==> src/rtl/sdram_arb_pkg.sv <==
// -----------------------------------------------------------------------------
// sdram_arb_pkg
// Shared definitions for the SDRAM arbiter slice:
//   - default address / data widths
//   - arbiter FSM state encoding
//   - grant encoding used by the round-robin pointer (last_grant)
// Optional feature macro used by this slice: SDRAM_ARB_RR_EN
// -----------------------------------------------------------------------------
package sdram_arb_pkg;

  localparam int AW_DEF = 25;  // default address width
  localparam int DW_DEF = 8;   // default data width

  // Arbiter FSM: idle, or one access in flight for the compositor (V) or
  // the loader (L). Only one access can ever be outstanding.
  typedef enum logic [1:0] {
    IDLE   = 2'd0,
    BUSY_V = 2'd1,
    BUSY_L = 2'd2
  } state_e;

  // Encoding of a grant / last_grant bit: 1 = loader, 0 = compositor.
  localparam logic GRANT_V = 1'b0;
  localparam logic GRANT_L = 1'b1;

endpackage : sdram_arb_pkg

==> src/rtl/sdram_arb_pick.sv <==
// -----------------------------------------------------------------------------
// arb_pick
// Combinational winner selection between the compositor read port and the
// loader write port.
//
// Ports:
//   pending_v  in  1  compositor read request waiting
//   pending_l  in  1  loader write request waiting
//   last_grant in  1  port granted most recently (1 = loader, 0 = compositor)
//   grant_l    out 1  1 = loader wins, 0 = compositor wins (only meaningful
//                     when at least one pending is set)
//
// Configuration:
//   SDRAM_ARB_RR_EN undefined : fixed priority, loader always wins contention;
//                               last_grant is not used.
//   SDRAM_ARB_RR_EN defined   : round-robin, the port not granted last wins
//                               contention.
// -----------------------------------------------------------------------------
module arb_pick
  import sdram_arb_pkg::*;
(
  input  logic pending_v,
  input  logic pending_l,
  input  logic last_grant,
  output logic grant_l
);

`ifdef SDRAM_ARB_RR_EN
  always_comb begin
    grant_l = pending_l;
    if (pending_v && pending_l) begin
      // Contention: hand the slot to whichever port did not get the last one.
      grant_l = (last_grant == GRANT_L) ? GRANT_V : GRANT_L;
    end
  end
`else
  // Fixed priority: any loader request beats a compositor request.
  logic unused_last_grant;
  assign unused_last_grant = last_grant;

  always_comb begin
    grant_l = pending_l;
  end
`endif

endmodule : arb_pick

==> src/rtl/sdram_arb.sv <==
// -----------------------------------------------------------------------------
// sdram_arb
// Two-port arbiter in front of a single-access SDRAM controller. A compositor
// (read-only, vfd_* port) and a loader (write-only, ld_* port) each post one
// request at a time; the arbiter issues them to the controller one at a time
// as a one-cycle mem_req pulse and completes them on mem_ack.
//
// Parameters:
//   AW  address width (default 25)
//   DW  data width    (default 8)
//
// Ports:
//   clk       in   1   clock, all flops on rising edge
//   rst_n     in   1   asynchronous active-low reset
//   vfd_rd    in   1   compositor read strobe, taken only while vfd_rdy=1
//   vfd_addr  in   AW  compositor read address
//   vfd_data  out  DW  last read data, held until the next accepted read
//   vfd_rdy   out  1   compositor port free
//   ld_wr     in   1   loader write strobe, taken only while ld_busy=0
//   ld_addr   in   AW  loader write address
//   ld_data   in   DW  loader write data
//   ld_busy   out  1   loader write pending or in flight
//   mem_req   out  1   one-cycle request pulse to the controller
//   mem_we    out  1   1 = write, 0 = read; held until the cycle after mem_ack
//   mem_addr  out  AW  access address; held until the cycle after mem_ack
//   mem_din   out  DW  write data; held until the cycle after mem_ack
//   mem_dout  in   DW  read data, valid with mem_ack
//   mem_ack   in   1   one-cycle completion pulse
//
// Configuration:
//   SDRAM_ARB_RR_EN  when defined, contention is resolved round-robin and a
//                    last-grant pointer flop exists; otherwise the loader has
//                    fixed priority and there is no pointer.
// -----------------------------------------------------------------------------
module sdram_arb
  import sdram_arb_pkg::*;
#(
  parameter int AW = AW_DEF,
  parameter int DW = DW_DEF
) (
  input  logic          clk,
  input  logic          rst_n,
  input  logic          vfd_rd,
  input  logic [AW-1:0] vfd_addr,
  output logic [DW-1:0] vfd_data,
  output logic          vfd_rdy,
  input  logic          ld_wr,
  input  logic [AW-1:0] ld_addr,
  input  logic [DW-1:0] ld_data,
  output logic          ld_busy,
  output logic          mem_req,
  output logic          mem_we,
  output logic [AW-1:0] mem_addr,
  output logic [DW-1:0] mem_din,
  input  logic [DW-1:0] mem_dout,
  input  logic          mem_ack
);

  // ---------------------------------------------------------------------------
  // State
  // ---------------------------------------------------------------------------
  state_e        state_q,    state_d;
  logic          pend_v_q,   pend_v_d;    // compositor request waiting/in flight
  logic          pend_l_q,   pend_l_d;    // loader request waiting/in flight
  logic [AW-1:0] addr_v_q,   addr_v_d;    // captured compositor address
  logic [AW-1:0] addr_l_q,   addr_l_d;    // captured loader address
  logic [DW-1:0] data_l_q,   data_l_d;    // captured loader data
  logic          req_q,      req_d;
  logic          we_q,       we_d;
  logic [AW-1:0] maddr_q,    maddr_d;
  logic [DW-1:0] din_q,      din_d;
  logic [DW-1:0] rdata_q,    rdata_d;

  logic          cap_v;
  logic          cap_l;
  logic          grant_l;
  logic          last_grant;

`ifdef SDRAM_ARB_RR_EN
  logic          last_l_q,   last_l_d;    // 1 = loader was granted last
  assign last_grant = last_l_q;
`else
  // No pointer in fixed-priority builds; the picker ignores this input.
  assign last_grant = GRANT_L;
`endif

  // ---------------------------------------------------------------------------
  // Winner selection
  // ---------------------------------------------------------------------------
  arb_pick u_pick (
    .pending_v  (pend_v_q),
    .pending_l  (pend_l_q),
    .last_grant (last_grant),
    .grant_l    (grant_l)
  );

  // A strobe is taken only while its own port is free at that edge; the
  // port's free flag is simply the complement of its pending bit, so a
  // strobe coinciding with that port's own mem_ack is still refused.
  assign cap_v = vfd_rd && !pend_v_q;
  assign cap_l = ld_wr  && !pend_l_q;

  // ---------------------------------------------------------------------------
  // Next-state / datapath logic
  // ---------------------------------------------------------------------------
  always_comb begin
    state_d  = state_q;
    pend_v_d = pend_v_q;
    pend_l_d = pend_l_q;
    addr_v_d = addr_v_q;
    addr_l_d = addr_l_q;
    data_l_d = data_l_q;
    req_d    = 1'b0;          // mem_req is a single-cycle pulse
    we_d     = we_q;
    maddr_d  = maddr_q;
    din_d    = din_q;
    rdata_d  = rdata_q;
`ifdef SDRAM_ARB_RR_EN
    last_l_d = last_l_q;
`endif

    unique case (state_q)
      IDLE: begin
        // A mem_ack seen here is stray (or a leftover from an access that a
        // reset abandoned) and is deliberately ignored.
        if (pend_v_q || pend_l_q) begin
          state_d = grant_l ? BUSY_L : BUSY_V;
          req_d   = 1'b1;
          we_d    = grant_l;
          maddr_d = grant_l ? addr_l_q : addr_v_q;
          din_d   = data_l_q;
`ifdef SDRAM_ARB_RR_EN
          last_l_d = grant_l;
`endif
        end
      end

      BUSY_V: begin
        if (mem_ack) begin
          state_d  = IDLE;
          rdata_d  = mem_dout;
          pend_v_d = 1'b0;
        end
      end

      BUSY_L: begin
        if (mem_ack) begin
          state_d  = IDLE;
          pend_l_d = 1'b0;
        end
      end

      default: begin
        state_d = IDLE;
      end
    endcase

    // Captures never collide with the clears above: a clear needs the
    // pending bit set, a capture needs it clear.
    if (cap_v) begin
      pend_v_d = 1'b1;
      addr_v_d = vfd_addr;
    end
    if (cap_l) begin
      pend_l_d = 1'b1;
      addr_l_d = ld_addr;
      data_l_d = ld_data;
    end
  end

  // ---------------------------------------------------------------------------
  // Registers
  // ---------------------------------------------------------------------------
  always_ff @(posedge clk or negedge rst_n) begin
    if (!rst_n) begin
      state_q  <= IDLE;
      pend_v_q <= 1'b0;
      pend_l_q <= 1'b0;
      addr_v_q <= '0;
      addr_l_q <= '0;
      data_l_q <= '0;
      req_q    <= 1'b0;
      we_q     <= 1'b0;
      maddr_q  <= '0;
      din_q    <= '0;
      rdata_q  <= '0;
    end else begin
      state_q  <= state_d;
      pend_v_q <= pend_v_d;
      pend_l_q <= pend_l_d;
      addr_v_q <= addr_v_d;
      addr_l_q <= addr_l_d;
      data_l_q <= data_l_d;
      req_q    <= req_d;
      we_q     <= we_d;
      maddr_q  <= maddr_d;
      din_q    <= din_d;
      rdata_q  <= rdata_d;
    end
  end

`ifdef SDRAM_ARB_RR_EN
  // Pointer starts as "loader granted last", so the compositor wins the
  // first contention after reset.
  always_ff @(posedge clk or negedge rst_n) begin
    if (!rst_n) begin
      last_l_q <= GRANT_L;
    end else begin
      last_l_q <= last_l_d;
    end
  end
`endif

  // ---------------------------------------------------------------------------
  // Outputs
  // ---------------------------------------------------------------------------
  assign vfd_rdy  = !pend_v_q;
  assign ld_busy  = pend_l_q;
  assign vfd_data = rdata_q;
  assign mem_req  = req_q;
  assign mem_we   = we_q;
  assign mem_addr = maddr_q;
  assign mem_din  = din_q;

endmodule : sdram_arb

==> config.mk <==
export PLATFORM = sky130hd
export DESIGN_NAME = sdram_arb
export DESIGN_NICKNAME = d
export VERILOG_FILES = /design/src/rtl/sdram_arb_pkg.sv /design/src/rtl/sdram_arb_pick.sv /design/src/rtl/sdram_arb.sv
export SDC_FILE = /design/constraint.sdc
export NUM_CORES = 1
export LEC_CHECK = 0
export BUFFER_PORTS_ARGS = -buffer_cell sky130_fd_sc_hd__buf_2
export CAP_MARGIN = 20
export CORE_ASPECT_RATIO = 1.25
export CORE_UTILIZATION = 55
export CTS_BUF_LIST = sky130_fd_sc_hd__clkbuf_8
export CTS_CLUSTER_SIZE = 12
export DETAILED_ROUTE_END_ITERATION = 6
export PLACE_DENSITY = 0.8
export SLEW_MARGIN = 25
export SYNTH_ARGS = -nofsm -noshare
export SYNTH_HDL_FRONTEND = slang
export SYNTH_HIERARCHICAL = 1
export SYNTH_SLANG_ARGS = --single-unit
==> constraint.sdc <==
create_clock -name clk -period 1.9 [get_ports clk]
set_input_delay 0.475 -clock clk [delete_from_list [all_inputs] [get_ports clk]]
set_output_delay 0.475 -clock clk [all_outputs]
set_load 0.02 [all_outputs]
Word level (Yosys, flattened, before mapping)
Index checks and enable logic that the tools add are counted.

Input port bits: 71. Bits in registers: 105. Output and inout port bits: 45. Logic and storage cells: 43.

Mux-type cells: 12. Reductions and logical operators: 16. Equality and inequality tests: 4.

Operator list (number): $mux W25 (1); $reduce_and A2 Y1 (5); $reduce_bool A2 Y1 (4); $mux W1 (7); $mux W2 (3); $pmux W2 S2 (1); $eq A2 B1 Y1 const B (1); $eq A2 B2 Y1 const B (1); $logic_and A1 B1 Y1 (2); $logic_not A1 Y1 (2); $logic_not A2 Y1 (1); $ne A2 B1 Y1 const B (1); $ne A2 B2 Y1 const B (1); $reduce_or A2 Y1 (1); $logic_or A1 B1 Y1 (1).

Longest topological paths before layout
Gate-level depths: netlist (run 1).

Depth in word-level cells: 4. Gate-level depth with buffers: 6.

Cells and area by module
Netlist (run 1), hierarchy kept.

By module, submodules not included: sdram_arb (sequential area each 2627.5 sq um, area each 4461.8 sq um, instances 1, cells an instance 296); arb_pick (sequential area each 0.0 sq um, area each 7.5 sq um, instances 1, cells an instance 1).

Worst setup path before layout (run 1)
No wires, ideal clock.

Kind: reg2reg. Start point: register pend_l_q, in the netlist ld_busy. End point: register state_q[1]. Arrival: 1.381 ns. Clock period less this slack: 1.482 ns. Setup time: 0.101 ns. Setup slack: 0.418 ns. Stages on the path, launching flop included: 6. Path buffers: 3. Cell sequence: dfrtp_1 > buf_4 > buf_4 > buf_4 > inv_1 > o32ai_1.

Longest elaborated chain between the ends: 3. Elaborated cells on any way between the ends: 6. Classes of those cells: 1 x eq/ne; 3 x mux; 2 x reduce/logical.

Ends and longest elaborated chain: start: declaration (line sdram_arb.sv:64) `logic pend_l_q, pend_l_d;`; start signal: assignment (line sdram_arb.sv:190) `pend_l_q <= pend_l_d;`; $mux W2 / $logic_or A1 B1 Y1 (equally long branches) (line sdram_arb.sv:127, sdram_arb.sv:126); $mux W2 / $ne A2 B2 Y1 (equally long branches); $pmux W2 S2 / $reduce_and A2 Y1 (equally long branches); end signal: assignment (line sdram_arb.sv:188) `state_q <= state_d;`; end: declaration (line sdram_arb.sv:62) `state_e state_q, state_d;`.

Several ways; a longest one is shown, not always the timed one. The select of a mux whose other input is x is not followed. A chain may end at the register's enable or synchronous reset.

Worst setup path in the final report (run 1)
Start point: register pend_l_q, in the netlist ld_busy. End point: output port ld_busy.

RTL lines: end: declaration (line sdram_arb.sv:50) `output logic ld_busy,`.

No word-level cell between the ends.

==> results of run 1 <==
-- worst register-to-register path: cells and delay by family (launching register included) --
family / cells / cell delay [ns]
flip-flops: 1 / 0.46
multiplexers: 1 / 0.42
AO/OA/AOI/OAI: 1 / 0.61
-- cell type report --
class | instances | area [sq um]
Clock buffer | 10 | 138
Timing Repair Buffer | 125 | 707
Fill cell | 592 | 2520
Tap cell | 95 | 119
Multi-Input combinational cell | 169 | 1640
Inverter | 5 | 18.8
Sequential cell | 105 | 2630
Clock inverter | 6 | 65.1
-- routing by layer --
layer / routed length, um / track usage / part of all wire / vias to the layer above
met5: 0 / 0 / 0 / -
met4: 161 / 0.0968 / 0.019 / 0
met3: 476 / 0.0575 / 0.057 / 14
met2: 4100 / 0.346 / 0.49 / 82
met1: 3550 / 0.271 / 0.43 / 1318
li1: - / - / - / 1255
-- repair_timing --
action / CTS / global route
setup endpoints to repair: 0 / 1
hold buffers: 0 / 0
gates resized for setup: 0 / 1
-- where the power goes --
group / switching [uW] / internal, uW / leakage (uW)
logic: 2080 / 2170 / 0.00136
registers: 627 / 3400 / 0.00125
clock network: 742 / 647 / 0.000103
-- registers in the layout, indices dropped and copies added, names as in the netlist --
register and cells:
addr_l_q 25, addr_v_q 25, mem_addr 25, data_l_q 8, mem_din 8, vfd_data 8, state_q 2, ld_busy 1
mem_req 1, mem_we 1, pend_v_q 1
-- final timing paths --
kind                                   start           end  slack (ns)  depth (start not counted)
worst min-delay path                   rst_n   vfd_data[0]        0.04                          1
worst min register to register  mem_addr[17]  mem_addr[17]        0.49                          2
max in group asynchronous              rst_n    mem_din[0]        1.27                          2
worst max-delay path                 ld_busy       ld_busy        0.14                          2
worst max register to register       ld_busy    mem_din[7]        0.30                          2
min in group clk                  ld_addr[2]   addr_l_q[2]        0.33                          2
-- metrics by stage --
| stage | util | instances |
|---|---|---|
| after CTS | 0.678 | 515 |
| after detailed placement | 0.652 | 499 |
| after global routing | 0.679 | 515 |
| final | 0.679 | 515 |
| after floorplan | - | 296 |
| after global placement | 0.652 | 499 |
==> metrics.txt, run 1 <==
status=finished clean; total wire length=8290 um; total grt overflow=0; wire per inst=16.1 um; TNS Setup=0 ns; post-route minimum period=1.76 ns; Vias=2,669; core area=7840 sq um; RSZ-0062 raised after global routing=false; Slew headroom=0.490; critical-path cell with the highest stage delay=dfrtp_2; die outline area=8490 sq um; DR DRC count=0; yosys synthesis warning count=6; CTS tree=done; pre-CTS setup slack=0.292 ns; maximum buffer depth of the clock tree=2; commonest non-fill, non-tap cells in the layout=114 x buf_2, 104 x dfrtp_1, 49 x mux2_4; initial antenna violation count=0; gp weighted congestion=0.757; DRT antenna net count=0; Post-CTS Setup Bufs=0; period utilization=0.925; Largest delay share family, worst path=buffers and inverters; Crit Path Category=reg2out; largest vdd supply drop=0.959 mV; # diodes=0; critical path arrival=1.28 ns; first-pass GRT wire length=13,200 um; Starting DRT DRC Count=130; cells along the critical path=buf_6 > buf_2; Clock Sink Count=105; Ports=116; CP endpoint kind=output pin; syn_nets=370; most common library cell in the layout ignoring fill and taps=buf_2; syn_area_per_cell=15.1 sq um; Max Transition Viols Final=0; Clock Pin Slew Worst Setup and Hold Paths=0.09 ns; pin count of the biggest net entering global routing=46; power per cell area=1820 nW/um^2; Layout area overhead=19.1%; Fin. Hold Viols=0; Lkg Pwr=0.00271 uW; Buf/Inv on CP=2; nets=489; Worst Path Required=1.42 ns; FMAX=569 MHz; post-DP HPWL=5790 um; Mapped Area=4470 sq um; Max Cap Violations=0; CTS Buf Count=9; synthesized instance count=296; Total GRT Usage=0.215; CP Max Fanout=20; Worst-Margin Slew=0.762 ns; Starting Density=0.570; Clk Latency, worst-skew pair=0.37 ns; Pre-Repair DR Iteration Count=4; final hold slack=0.0422 ns; Rows=36; Critical Path Start Type=flip-flop; Design Area, Final=5320 sq um; # port buffers=115; clock root buffer=clkbuf_8; vias in the first global route=2,728; Setup Skew=0.0141 ns; htree depth=3; crit-path max cell delay=0.43 ns; Die Width=82.6 um; Vias/cell=5.18; final setup vio count=0; Die H=103 um; worst setup margin=0.142 ns; power after layout=9680 uW; share of layout cells above drive strength 1=0.524; dpl cell area=5110 sq um; Hold/Removal Path Class=in2async
(Power assumes the default switching activity.)
==> inputs of run 2 (changes only) <==
CORE_ASPECT_RATIO = default   (was 1.25)
==> metrics.txt, run 2 (same netlist as run 1, synthesis figures left out) <==
CP Max Fanout=17 (was 20); total wire length=8560 um (was 8290 um); Max Cap Violations=0 (unchanged); RSZ-0062 raised after global routing=false (unchanged); Post-CTS Setup Bufs=0 (unchanged); Hold/Removal Path Class=in2async (unchanged); final setup vio count=0 (unchanged); # port buffers=115 (unchanged); maximum buffer depth of the clock tree=2 (unchanged); first-pass GRT wire length=14,400 um (was 13,200 um); period utilization=0.961 (was 0.925); pre-CTS setup slack=0.234 ns (was 0.292 ns); critical path arrival=1.35 ns (was 1.28 ns); Worst-Margin Slew=0.581 ns (was 0.762 ns); Max Transition Viols Final=0 (unchanged); Pre-Repair DR Iteration Count=4 (unchanged); Worst Path Required=1.42 ns (about the same); post-DP HPWL=5990 um (was 5790 um); power per cell area=1840 nW/um^2 (was 1820 nW/um^2); Vias/cell=5.10 (was 5.18); die outline area=8480 sq um (was 8490 sq um); Layout fillers=579 (was 592); Starting Density=0.572 (was 0.570); Clock Sink Count=105 (unchanged); FMAX=548 MHz (was 569 MHz); Hold Buf Count CTS=0 (unchanged); Reg-to-Reg End=mem_addr[18] (was mem_din[7]); CP endpoint kind=output pin (unchanged); share of layout cells above drive strength 1=0.525 (was 0.524); worst setup margin=0.0746 ns (was 0.142 ns); Clock Pin Slew Worst Setup and Hold Paths=0.10 ns (was 0.09 ns); cts repair resizes=0 (unchanged); Layout area overhead=19.9% (was 19.1%); Crit Path Category=reg2out (unchanged); post-route minimum period=1.83 ns (was 1.76 ns); Reg-to-Reg Start=state_q[0] (was ld_busy); Vias=2,679 (was 2,669); status=finished clean (unchanged); CTS Buf Count=9 (unchanged); Fin. Hold Viols=0 (unchanged); reg2reg setup slack=0.18 ns (was 0.30 ns); most common library cell in the layout ignoring fill and taps=buf_2 (unchanged); nets=492 (was 489); DR DRC count=0 (unchanged); htree depth=3 (unchanged); Lkg Pwr=0.00273 uW (was 0.00271 uW); Total GRT Usage=0.222 (was 0.215); Critical Path Start Type=flip-flop (unchanged); Starting DRT DRC Count=102 (was 130); Clk Latency, worst-skew pair=0.36 ns (was 0.37 ns); Slew headroom=0.611 (was 0.490); FF+latch area=2630 sq um (unchanged); DRT antenna net count=0 (unchanged); total grt overflow=0 (unchanged); CTS tree=done (unchanged); Die H=92.1 um (was 103 um); initial antenna violation count=0 (unchanged); gp weighted congestion=0.718 (was 0.757); core area=7810 sq um (was 7840 sq um); commonest non-fill, non-tap cells in the layout=114 x buf_2, 104 x dfrtp_1, 49 x mux2_4 (unchanged); clock root buffer=clkbuf_8 (unchanged); Setup Skew=0.0111 ns (was 0.0141 ns); r2r worst-path depth=5 (was 2); wire per inst=16.3 um (was 16.1 um); final hold slack=0.0148 ns (was 0.0422 ns); # diodes=0 (unchanged); Util after Layout=0.686 (was 0.679); pin count of the biggest net entering global routing=32 (was 46); TNS Setup=0 ns (unchanged); multi-input logic area=1640 sq um (unchanged); Ports=116 (unchanged); largest vdd supply drop=0.970 mV (was 0.959 mV); vias in the first global route=2,875 (was 2,728); Rows=32 (was 36); Die Width=92.1 um (was 82.6 um)
run 2: per-layer routing:
metal,part of all wire,track usage,routed length [um],vias up
li1,-,-,-,1255
met2,0.47,0.343,3990,94
met1,0.47,0.313,4020,1325
met5,0,0,0,-
met3,0.058,0.0697,493,5
met4,0.0071,0.0456,61,0
run 2: worst max-delay path, cell delays in order, from the launching register on:
cell	delay, ns
dfrtp_2	0.44
buf_4	0.32
buf_2	0.23
run 2: layout make-up:
class	instances	area share
Clock buffer	10	0.0257
Inverter	5	0.00351
Tap cell	102	0.0238
Clock inverter	6	0.0157
Timing Repair Buffer	128	0.133
Sequential cell	105	0.491
Multi-Input combinational cell	169	0.307
run 2: stage by stage:
step | instances | total power (uW) | instance area [sq um]
floorplan | 296 | 7270 | 4470
global placement | 509 | 8160 | 5130
detailed placement | 509 | 8400 | 5130
CTS | 525 | 9940 | 5350
global route | 525 | 10500 | 5350
finish | 525 | 9840 | 5350
run 2: how the worst max path moves through the flow:
stage / startpoint / end / slack (ns) / cells past startpoint
final: ld_busy / ld_busy / 0.07 / 2
after floorplan: ld_busy / state_q[1] / 0.42 / 5
after global routing: ld_busy / ld_busy / 0.007 / 2
after global placement: state_q[0] / mem_addr[9] / 0.34 / 5
after detailed placement: state_q[0] / mem_addr[18] / 0.23 / 5
after CTS: ld_busy / ld_busy / 0.04 / 2
run 2: where the power goes:
part	switching (uW)	total, uW	internal (uW)
registers	634	4040	3400
logic	2150	4300	2150
clock network	736	1510	771
total	3520	9840	6320
